`src/rtl/intra_pred_pkg.sv`:
```
// rtl/intra_pred_pkg.sv - shared mode codes and FSM state encodings for the intra scheduler
//
// Purpose: the prediction-mode codes, the number of modes and the one-hot
// state type used by intra_pred_sched and intra_mode_sel.
// Ports: none (package).
package intra_pred_pkg;

    localparam int MODE_NUM = 4;

    localparam int MODE_DC = 0;
    localparam int MODE_TM = 1;
    localparam int MODE_VE = 2;
    localparam int MODE_HE = 3;

    typedef enum logic [5:0] {
        ST_IDLE  = 6'b000001,
        ST_ISSUE = 6'b000010,
        ST_WAIT  = 6'b000100,
        ST_OUT   = 6'b001000,
        ST_NEXT  = 6'b010000,
        ST_FDONE = 6'b100000
    } state_t;

endpackage

```
`src/rtl/intra_pred_sched_if.sv`:
```
// rtl/intra_pred_sched_if.sv - frame control, predictor and result handshake bundle
//
// Purpose: groups every non-clock/reset signal of intra_pred_sched.
// Ports (signals):
//   start, mb_w, mb_h        frame request from the controller
//   pred_start, pred_x/y/mode, pred_done   predictor handshake
//   res_valid, res_ready     result handshake to downstream
//   busy, frame_done         status
// Modports: master = controller/bench side, slave = scheduler side.
interface intra_pred_sched_if #(
    parameter int BLOCK_NUM = 10,
    parameter int MODE_W    = 2
);
    logic                 start;
    logic [BLOCK_NUM-1:0] mb_w;
    logic [BLOCK_NUM-1:0] mb_h;
    logic                 pred_start;
    logic [BLOCK_NUM-1:0] pred_x;
    logic [BLOCK_NUM-1:0] pred_y;
    logic [MODE_W-1:0]    pred_mode;
    logic                 pred_done;
    logic                 res_valid;
    logic                 res_ready;
    logic                 busy;
    logic                 frame_done;

    modport master (
        output start, mb_w, mb_h, pred_done, res_ready,
        input  pred_start, pred_x, pred_y, pred_mode, res_valid, busy, frame_done
    );

    modport slave (
        input  start, mb_w, mb_h, pred_done, res_ready,
        output pred_start, pred_x, pred_y, pred_mode, res_valid, busy, frame_done
    );
endinterface

```
`src/rtl/intra_mode_sel.sv`:
```
// rtl/intra_mode_sel.sv - combinational next-prediction-mode selector
//
// Purpose: picks the lowest enabled mode strictly above the current one.
// Optional feature macro: INTRA_MODE_SKIP_EN (skip modes whose neighbours
// are missing at the frame edge); without it every mode is enabled.
// Ports:
//   i_mode       current mode
//   i_x_zero     macroblock column is 0
//   i_y_zero     macroblock row is 0
//   o_next_mode  next enabled mode (DC when none remains)
//   o_last       no enabled mode above i_mode
module intra_mode_sel
    import intra_pred_pkg::*;
#(
    parameter int MODE_W = 2
) (
    input  logic [MODE_W-1:0] i_mode,
    input  logic              i_x_zero,
    input  logic              i_y_zero,
    output logic [MODE_W-1:0] o_next_mode,
    output logic              o_last
);

    logic [MODE_NUM-1:0] w_en;

`ifdef INTRA_MODE_SKIP_EN
    // TM needs both the left and top neighbours, VE the top, HE the left.
    assign w_en[MODE_DC] = 1'b1;
    assign w_en[MODE_TM] = !i_x_zero && !i_y_zero;
    assign w_en[MODE_VE] = !i_y_zero;
    assign w_en[MODE_HE] = !i_x_zero;
`else
    logic w_unused_zero;
    assign w_en          = '1;
    assign w_unused_zero = i_x_zero | i_y_zero;
`endif

    // Scan downwards so the lowest qualifying mode is the one kept.
    always_comb begin
        o_next_mode = MODE_W'(MODE_DC);
        o_last      = 1'b1;
        for (int m = MODE_NUM - 1; m >= 0; m--) begin
            if (m > int'(i_mode) && w_en[m]) begin
                o_next_mode = MODE_W'(m);
                o_last      = 1'b0;
            end
        end
    end

endmodule

```
`src/rtl/intra_pred_sched.sv`:
```
// rtl/intra_pred_sched.sv - macroblock/mode scheduler for an intra predictor
//
// Purpose: walks every macroblock of a frame in raster order and, for each,
// issues the prediction modes in the order DC, TM, VE, HE to the predictor,
// waits for completion and hands the result downstream before moving on.
// Optional feature macro: INTRA_MODE_SKIP_EN (see intra_mode_sel).
// Ports:
//   clk   rising-edge clock
//   rst   synchronous active-high reset
//   bus   intra_pred_sched_if.slave: start/mb_w/mb_h in, predictor
//         handshake, result handshake, busy and frame_done status
module intra_pred_sched
    import intra_pred_pkg::*;
#(
    parameter int BLOCK_NUM = 10,
    parameter int MODE_W    = 2
) (
    input  logic                  clk,
    input  logic                  rst,
    intra_pred_sched_if.slave     bus
);

    state_t               r_state;
    state_t               w_state_nxt;
    logic [BLOCK_NUM-1:0] r_mb_w;
    logic [BLOCK_NUM-1:0] r_mb_h;
    logic [BLOCK_NUM-1:0] r_x;
    logic [BLOCK_NUM-1:0] r_y;
    logic [MODE_W-1:0]    r_mode;

    logic [MODE_W-1:0]    w_next_mode;
    logic                 w_last_mode;
    logic                 w_x_last;
    logic                 w_y_last;
    logic                 w_dims_ok;

    assign w_x_last  = (r_x == r_mb_w - BLOCK_NUM'(1));
    assign w_y_last  = (r_y == r_mb_h - BLOCK_NUM'(1));
    assign w_dims_ok = (bus.mb_w != '0) && (bus.mb_h != '0);

    intra_mode_sel #(.MODE_W(MODE_W)) u_mode_sel (
        .i_mode      (r_mode),
        .i_x_zero    (r_x == '0),
        .i_y_zero    (r_y == '0),
        .o_next_mode (w_next_mode),
        .o_last      (w_last_mode)
    );

    always_comb begin
        w_state_nxt = r_state;
        case (r_state)
            ST_IDLE:  if (bus.start) w_state_nxt = w_dims_ok ? ST_ISSUE : ST_FDONE;
            ST_ISSUE: w_state_nxt = ST_WAIT;
            ST_WAIT:  if (bus.pred_done) w_state_nxt = ST_OUT;
            ST_OUT:   if (bus.res_ready) w_state_nxt = ST_NEXT;
            ST_NEXT: begin
                if (!w_last_mode || !(w_x_last && w_y_last)) w_state_nxt = ST_ISSUE;
                else                                         w_state_nxt = ST_FDONE;
            end
            ST_FDONE: w_state_nxt = ST_IDLE;
            default:  w_state_nxt = ST_IDLE;
        endcase
    end

    // Position and mode only move in NEXT, which keeps them stable from
    // ISSUE through OUT. Dimensions are latched once per frame.
    always_ff @(posedge clk) begin
        if (rst) begin
            r_state <= ST_IDLE;
            r_mb_w  <= '0;
            r_mb_h  <= '0;
            r_x     <= '0;
            r_y     <= '0;
            r_mode  <= MODE_W'(MODE_DC);
        end else begin
            r_state <= w_state_nxt;
            case (r_state)
                ST_IDLE: begin
                    if (bus.start) begin
                        r_mb_w <= bus.mb_w;
                        r_mb_h <= bus.mb_h;
                        r_x    <= '0;
                        r_y    <= '0;
                        r_mode <= MODE_W'(MODE_DC);
                    end
                end
                ST_NEXT: begin
                    if (!w_last_mode) begin
                        r_mode <= w_next_mode;
                    end else if (!(w_x_last && w_y_last)) begin
                        r_mode <= MODE_W'(MODE_DC);
                        if (w_x_last) begin
                            r_x <= '0;
                            r_y <= r_y + BLOCK_NUM'(1);
                        end else begin
                            r_x <= r_x + BLOCK_NUM'(1);
                        end
                    end
                end
                default: ;
            endcase
        end
    end

    assign bus.pred_start = (r_state == ST_ISSUE);
    assign bus.res_valid  = (r_state == ST_OUT);
    assign bus.busy       = (r_state != ST_IDLE);
    assign bus.frame_done = (r_state == ST_FDONE);
    assign bus.pred_x     = r_x;
    assign bus.pred_y     = r_y;
    assign bus.pred_mode  = r_mode;

endmodule

```
`src/flat_wrapper.sv`:
```
// flat-port wrapper written by rule: the top's interface ports become plain ports
module intra_pred_sched_flat import intra_pred_pkg::*;
#(
    parameter int BLOCK_NUM = 10,
    parameter int MODE_W    = 2
)
  (clk, rst, bus_start, bus_mb_w, bus_mb_h, bus_pred_done, bus_res_ready, bus_pred_start, bus_pred_x, bus_pred_y, bus_pred_mode, bus_res_valid, bus_busy, bus_frame_done);
  intra_pred_sched_if #(.BLOCK_NUM(BLOCK_NUM), .MODE_W(MODE_W)) bus_i ();
  input  logic clk;
  input  logic rst;
  input wire logic [$bits(bus_i.start)-1:0] bus_start;
  input wire logic [$bits(bus_i.mb_w)-1:0] bus_mb_w;
  input wire logic [$bits(bus_i.mb_h)-1:0] bus_mb_h;
  input wire logic [$bits(bus_i.pred_done)-1:0] bus_pred_done;
  input wire logic [$bits(bus_i.res_ready)-1:0] bus_res_ready;
  output wire logic [$bits(bus_i.pred_start)-1:0] bus_pred_start;
  output wire logic [$bits(bus_i.pred_x)-1:0] bus_pred_x;
  output wire logic [$bits(bus_i.pred_y)-1:0] bus_pred_y;
  output wire logic [$bits(bus_i.pred_mode)-1:0] bus_pred_mode;
  output wire logic [$bits(bus_i.res_valid)-1:0] bus_res_valid;
  output wire logic [$bits(bus_i.busy)-1:0] bus_busy;
  output wire logic [$bits(bus_i.frame_done)-1:0] bus_frame_done;
  assign bus_i.start = bus_start;
  assign bus_i.mb_w = bus_mb_w;
  assign bus_i.mb_h = bus_mb_h;
  assign bus_i.pred_done = bus_pred_done;
  assign bus_i.res_ready = bus_res_ready;
  assign bus_pred_start = bus_i.pred_start;
  assign bus_pred_x = bus_i.pred_x;
  assign bus_pred_y = bus_i.pred_y;
  assign bus_pred_mode = bus_i.pred_mode;
  assign bus_res_valid = bus_i.res_valid;
  assign bus_busy = bus_i.busy;
  assign bus_frame_done = bus_i.frame_done;
  intra_pred_sched #(.BLOCK_NUM(BLOCK_NUM), .MODE_W(MODE_W)) u_core (.clk(clk), .rst(rst), .bus(bus_i));
endmodule
```
`config.mk`:
```
export PLATFORM = sky130hd
export DESIGN_NAME = intra_pred_sched_flat
export DESIGN_NICKNAME = d
export VERILOG_FILES = /design/src/rtl/intra_pred_pkg.sv /design/src/rtl/intra_pred_sched_if.sv /design/src/rtl/intra_mode_sel.sv /design/src/rtl/intra_pred_sched.sv /design/src/flat_wrapper.sv
export SDC_FILE = /design/constraint.sdc
export NUM_CORES = 1
export LEC_CHECK = 0
export BUFFER_PORTS_ARGS = -buffer_cell sky130_fd_sc_hd__buf_2
export CAP_MARGIN = 20
export CELL_PAD_IN_SITES_DETAIL_PLACEMENT = 2
export CELL_PAD_IN_SITES_GLOBAL_PLACEMENT = 2
export CORE_ASPECT_RATIO = 0.7
export CORE_MARGIN = 5
export CORE_UTILIZATION = 33
export DETAILED_ROUTE_END_ITERATION = 6
export PLACE_DENSITY = 0.86
export SYNTH_ARGS = -nofsm -noshare
export SYNTH_HDL_FRONTEND = slang
export SYNTH_SLANG_ARGS = --single-unit
```
`constraint.sdc`:
```
create_clock -name clk -period 4 [get_ports clk]
set_input_delay 0.8 -clock clk [delete_from_list [all_inputs] [get_ports clk]]
set_output_delay 0.8 -clock clk [all_outputs]
set_load 0.05 [all_outputs]
```
After elaboration in Yosys (flattened, before gate mapping)
Index checks and enable logic that the tools add are counted.

Input port bits: 25. Logic and storage cells: 67. Output and inout bits: 26. Bits in registers: 48.

Multiplexer cells: 25. Add/subtract/negate cells: 4. Order comparisons: 3. Equal/unequal tests: 16. Reductions and logical operators: 13.

Operators with widths (number): 2-to-1 mux 10 bit (7); case mux 10 bit (2 select lines) (2); 2-to-1 mux 6 bit (5); case mux 6 bit (5 select lines) (1); adder 10 x 1 -> 10 bit, second input constant (2); equality test 10 bit (2); nonzero test 10 bit (2); subtractor 10 x 1 -> 10 bit, second input constant (2); 2-to-1 mux 2 bit (6); inequality test 2 bit, second input constant (4); equality test 6 x 1 -> 1 bit, second input constant (1); equality test 6 x 2 -> 1 bit, second input constant (1); equality test 6 x 3 -> 1 bit, second input constant (1); equality test 6 x 4 -> 1 bit, second input constant (1); equality test 6 x 5 -> 1 bit, second input constant (1); equality test 6 bit, second input constant (1); inequality test 6 x 1 -> 1 bit, second input constant (1); AND reduction 3 bit (2); AND reduction 5 bit (1); > comparator 2 bit, first input constant (2); inequality test 2 x 1 -> 1 bit, second input constant (2); case mux 2 bit (2 select lines) (1); AND reduction 4 bit (1); 2-to-1 mux 1 bit (3); 7 further kinds (9).

Logic depth before layout (Yosys ltp)
Depth in word-level cells: 8. Mapped depth: 12. Depth with buffers taken out: 10.

By module
Synthesis repeated with hierarchy kept, for this count alone.

Cells, all modules: 399. Area total of the unflattened synthesis: 3076.7 µm².

By module, submodules not included: intra_pred_sched (cells each 393, times used 1, sequential area each 960.9 µm², area an instance 3025.4 µm²); intra_mode_sel (cells each 6, times used 1, sequential area each 0.0 µm², area an instance 51.3 µm²).

Worst setup path before layout
No wires, ideal clock.

Path kind: register to output. Start: register u_core.r_state[5]. End: output port bus_pred_start. Data required time: 3200 ps. Path buffers: 0. Stages on the path, launching flop included: 3. Arrival: 2164 ps. Setup slack: 1036 ps. Cell sequence: dfxtp_1 -> or3_1 -> nor4_1.

Longest elaborated chain between the ends: 1.

RTL lines: start, declared (line intra_pred_sched.sv:23) `state_t r_state;`; start signal, assigned (line intra_pred_sched.sv:76) `r_state <= w_state_nxt;`; equality test 6 x 2 -> 1 bit (line intra_pred_sched.sv:105) `assign bus.pred_start = (r_state == ST_ISSUE);`; end, declared (line flat_wrapper.sv:16) `output wire logic [$bits(bus_i.pred_start)-1:0] bus_pred_start;`.

No other way between the ends.

Worst setup path in the final report
Start: register u_core.r_mb_h[0]. End: register u_core.r_y[6], in the netlist u_core.bus.pred_y[6].

Longest elaborated chain between the ends: 5.

RTL lines: start, declared (line intra_pred_sched.sv:26) `logic [BLOCK_NUM-1:0] r_mb_h;`; start signal, assigned (line intra_pred_sched.sv:81) `r_mb_h <= bus.mb_h;`; subtractor 10 x 1 -> 10 bit (line intra_pred_sched.sv:38) `assign w_y_last = (r_y == r_mb_h - BLOCK_NUM'(1));`; equality test 10 bit (line intra_pred_sched.sv:38); logical AND 1 bit (line intra_pred_sched.sv:90) `end else if (!(w_x_last && w_y_last)) begin`; inequality test 2 bit (no source line); AND reduction 5 bit (no source line); end signal, assigned (line intra_pred_sched.sv:94) `r_y <= r_y + BLOCK_NUM'(1);`; end, declared (line intra_pred_sched.sv:28) `logic [BLOCK_NUM-1:0] r_y;`.

No other way between the ends. A chain may end at the register's enable or synchronous reset.

==> flow_metrics.env <==
export IMPL_yosysTopAreaCellShare_pct=31.8
export IMPL_worst_skew_pair_late_latency_ns=0.29
export IMPL_cp_end_kind="flip-flop"
export IMPL_register_area_um2=961
export IMPL_synthTopCellsByCount="nand2_1 (51), dfxtp_1 (48), a21oi_1 (43), nor2_1 (31), inv_1 (21)"
export IMPL_slew_headroom_pct=41.3
export IMPL_synth_seq_area_share_pct=31.8
export IMPL_worstMarginPinSlew_ns=0.880
export IMPL_die_area_um2=11200
export IMPL_routed_via_density=5.43
export IMPL_worstPathMaxFanout=18
export IMPL_drv_cap=0
export IMPL_fin_skew_ns=0.00777
export IMPL_final_cells=552
export IMPL_vdd_ir_drop_max_mv=0.318
export IMPL_post_cts_resized=0
export IMPL_drt_pass1_iterations=4
export IMPL_gp_congestion=0.815
export IMPL_row_count=29
export IMPL_diodes=0
export IMPL_dp_cells=544
export IMPL_cts_root_buf="clkbuf_16"
export IMPL_routedWlPerCell_um=18.7
export IMPL_syn_to_final_growth_pct=16.8
export IMPL_ctsHoldBuffers=0
export IMPL_min_period_ns=3.22
export IMPL_routed_wl_um=10300
export IMPL_portBuffers=50
export IMPL_clk_pin_slew_worst_paths_ns=0.07
export IMPL_setup_viol=0
export IMPL_syn_avg_cell_area_um2=7.89
export IMPL_yosysMostFrequentCell="nand2_1"
export IMPL_grt_antenna_before_repair=0
export IMPL_synthFlopType="dfxtp_1"
export IMPL_grt_pass1_vias=3227
export IMPL_rsz0062_at_grt="no"
export IMPL_syn_cell_area_um2=3020
export IMPL_drv_slew=0
export IMPL_final_hold_violation_count=0
export IMPL_die_width_um=124
export IMPL_drive_gt1_share_pct=18.9
export IMPL_finalNetCount=459
export IMPL_netlist_instances=383
export IMPL_track_usage_pct=18.7
export IMPL_critPathRequiredTime_ns=4.19
export IMPL_io_pin_count=51
export IMPL_nFillCells=1085
export IMPL_fmax_mhz=310
export IMPL_synth_distinct_cells=60
export IMPL_cts_max_path_buffers=2
export IMPL_arrival_ns=3.42
export IMPL_cts_tree="done"
export IMPL_grt_pass1_wl_um=17100
export IMPL_cts_sink_count=48
export IMPL_start_util_pct=33.6
export IMPL_synth_warnings=0
export IMPL_multiInputGateArea_um2=1900
export IMPL_ant_nets=0
export IMPL_overflow=0
export IMPL_synth_edff_count=0
export IMPL_h_tree_depth=2
export IMPL_p_leak_uw=0.00135
export IMPL_critical_path_startpoint_type="flip-flop"
export IMPL_tns_ns=0
export IMPL_drt_iter0_markers=139
export IMPL_fp_coreArea_um2=9000
export IMPL_synthArstFlopShare_pct=0
export IMPL_min_period_over_period_pct=80.6
export IMPL_die_h_um=90.1
export IMPL_powerDensity_nw_per_um2=557
export IMPL_synth_fp_nets=415
export IMPL_grt_max_degree=41
export IMPL_status="finished clean"
export IMPL_criticalPathCategory="flip-flop to flip-flop"
export IMPL_hold_class="flip-flop to flip-flop"
export IMPL_dp_hpwl_um=7780
export IMPL_drc_errors=0
export IMPL_r2r_slack_ns=0.78
export IMPL_cts_setup_buffers=0
export IMPL_vias=2998
export IMPL_synth_largest_area_cell="dfxtp_1"
export IMPL_synthTopCellsByArea="dfxtp_1 (32%), a21oi_1 (7.1%), nand2_1 (6.3%)"
export IMPL_ys_seq_elements=48
export IMPL_cts_buffers=5
## kinds of logic (layout without fill, tap and decap cells)
kind of cell / Yosys count / count (layout) / synth area share [%]
xor+xnor: 27 / 27 / 7.82
flops: 48 / 48 / 31.8
buf+inv: 37 / 82 / 5.59
fa+ha+maj: 7 / 7 / 2.90
mux: 2 / 2 / 0.704
simple gates: 168 / 168 / 29.3
compound gates: 94 / 94 / 21.9
## layer usage
layer | up-vias | global-route usage (%) | part of all wire, %
met3 | 15 | 3.67 | 4.6
met4 | 0 | 4.56 | 1.1
met2 | 54 | 30.0 | 45
met1 | 1481 | 25.7 | 49
li1 | 1448 | - | -
met5 | - | 0 | 0
## per-stage QoR
stage | util, % | hold WS (ns) | setup WS, ns | instance area (um2) | total power (uW)
after floorplan | - | 0.448 | 1.04 | 3020 | 1290
after global placement | 37.4 | 0.462 | 0.950 | 3370 | 1440
after detailed placement | 37.4 | 0.466 | 0.803 | 3370 | 1480
after CTS | 39.2 | 0.475 | 0.766 | 3530 | 1980
after global routing | 39.2 | 0.509 | 0.444 | 3530 | 2100
final | 39.2 | 0.474 | 0.775 | 3530 | 1970
## power breakdown
part	total (uW)	switching (uW)	internal, uW
clock	482	188	295
sequential	636	96.9	539
combinational	849	541	308
total	1970	825	1140
## sequential cells by signal, indices dropped and copies added (netlist names)
name / cells
u_core.r_mb_w: 10
u_core.r_mb_h: 10
u_core.bus.pred_y: 10
u_core.bus.pred_mode: 2
u_core.bus.pred_x: 10
u_core.r_state: 6
## critical path, cell delays in order, from the launching register on
cell,delay [ns]
dfxtp_1,0.43
inv_1,0.08
ha_1,0.31
xor2_1,0.17
or3_1,0.31
a2111oi_0,0.53
o2111ai_2,0.26
o211ai_2,0.33
a21oi_2,0.28
and3_1,0.26
o21a_1,0.16
## cell type report
class | count | share of cell area, %
inverter | 21 | 2.23
tap | 124 | 4.40
timing repair buffer | 53 | 7.73
multi-input combinational | 298 | 53.8
clock inverter | 2 | 0.993
sequential | 48 | 27.2
clock buffer | 6 | 3.65
## path summary, 6_finish.rpt
path / from / endpoint / cells past startpoint
max reg2reg: u_core.r_mb_h[0] / u_core.bus.pred_y[6] / 10
max: u_core.r_mb_h[0] / u_core.bus.pred_y[6] / 10
min reg2reg: u_core.r_mb_w[9] / u_core.r_mb_w[9] / 2
min: u_core.r_mb_w[9] / u_core.r_mb_w[9] / 2
## placed cells by master, fill, tap and decap left out, types with 11 or more instances in the layout
cell and instances:
a21oi_1 43, and3_1 11, buf_2 50, dfxtp_1 48, inv_1 21, nand2_1 51, nand3_1 13, nor2_1 31
nor3_1 12, xnor2_1 16, xor2_1 11
Power figures use the tool's default switching activity.
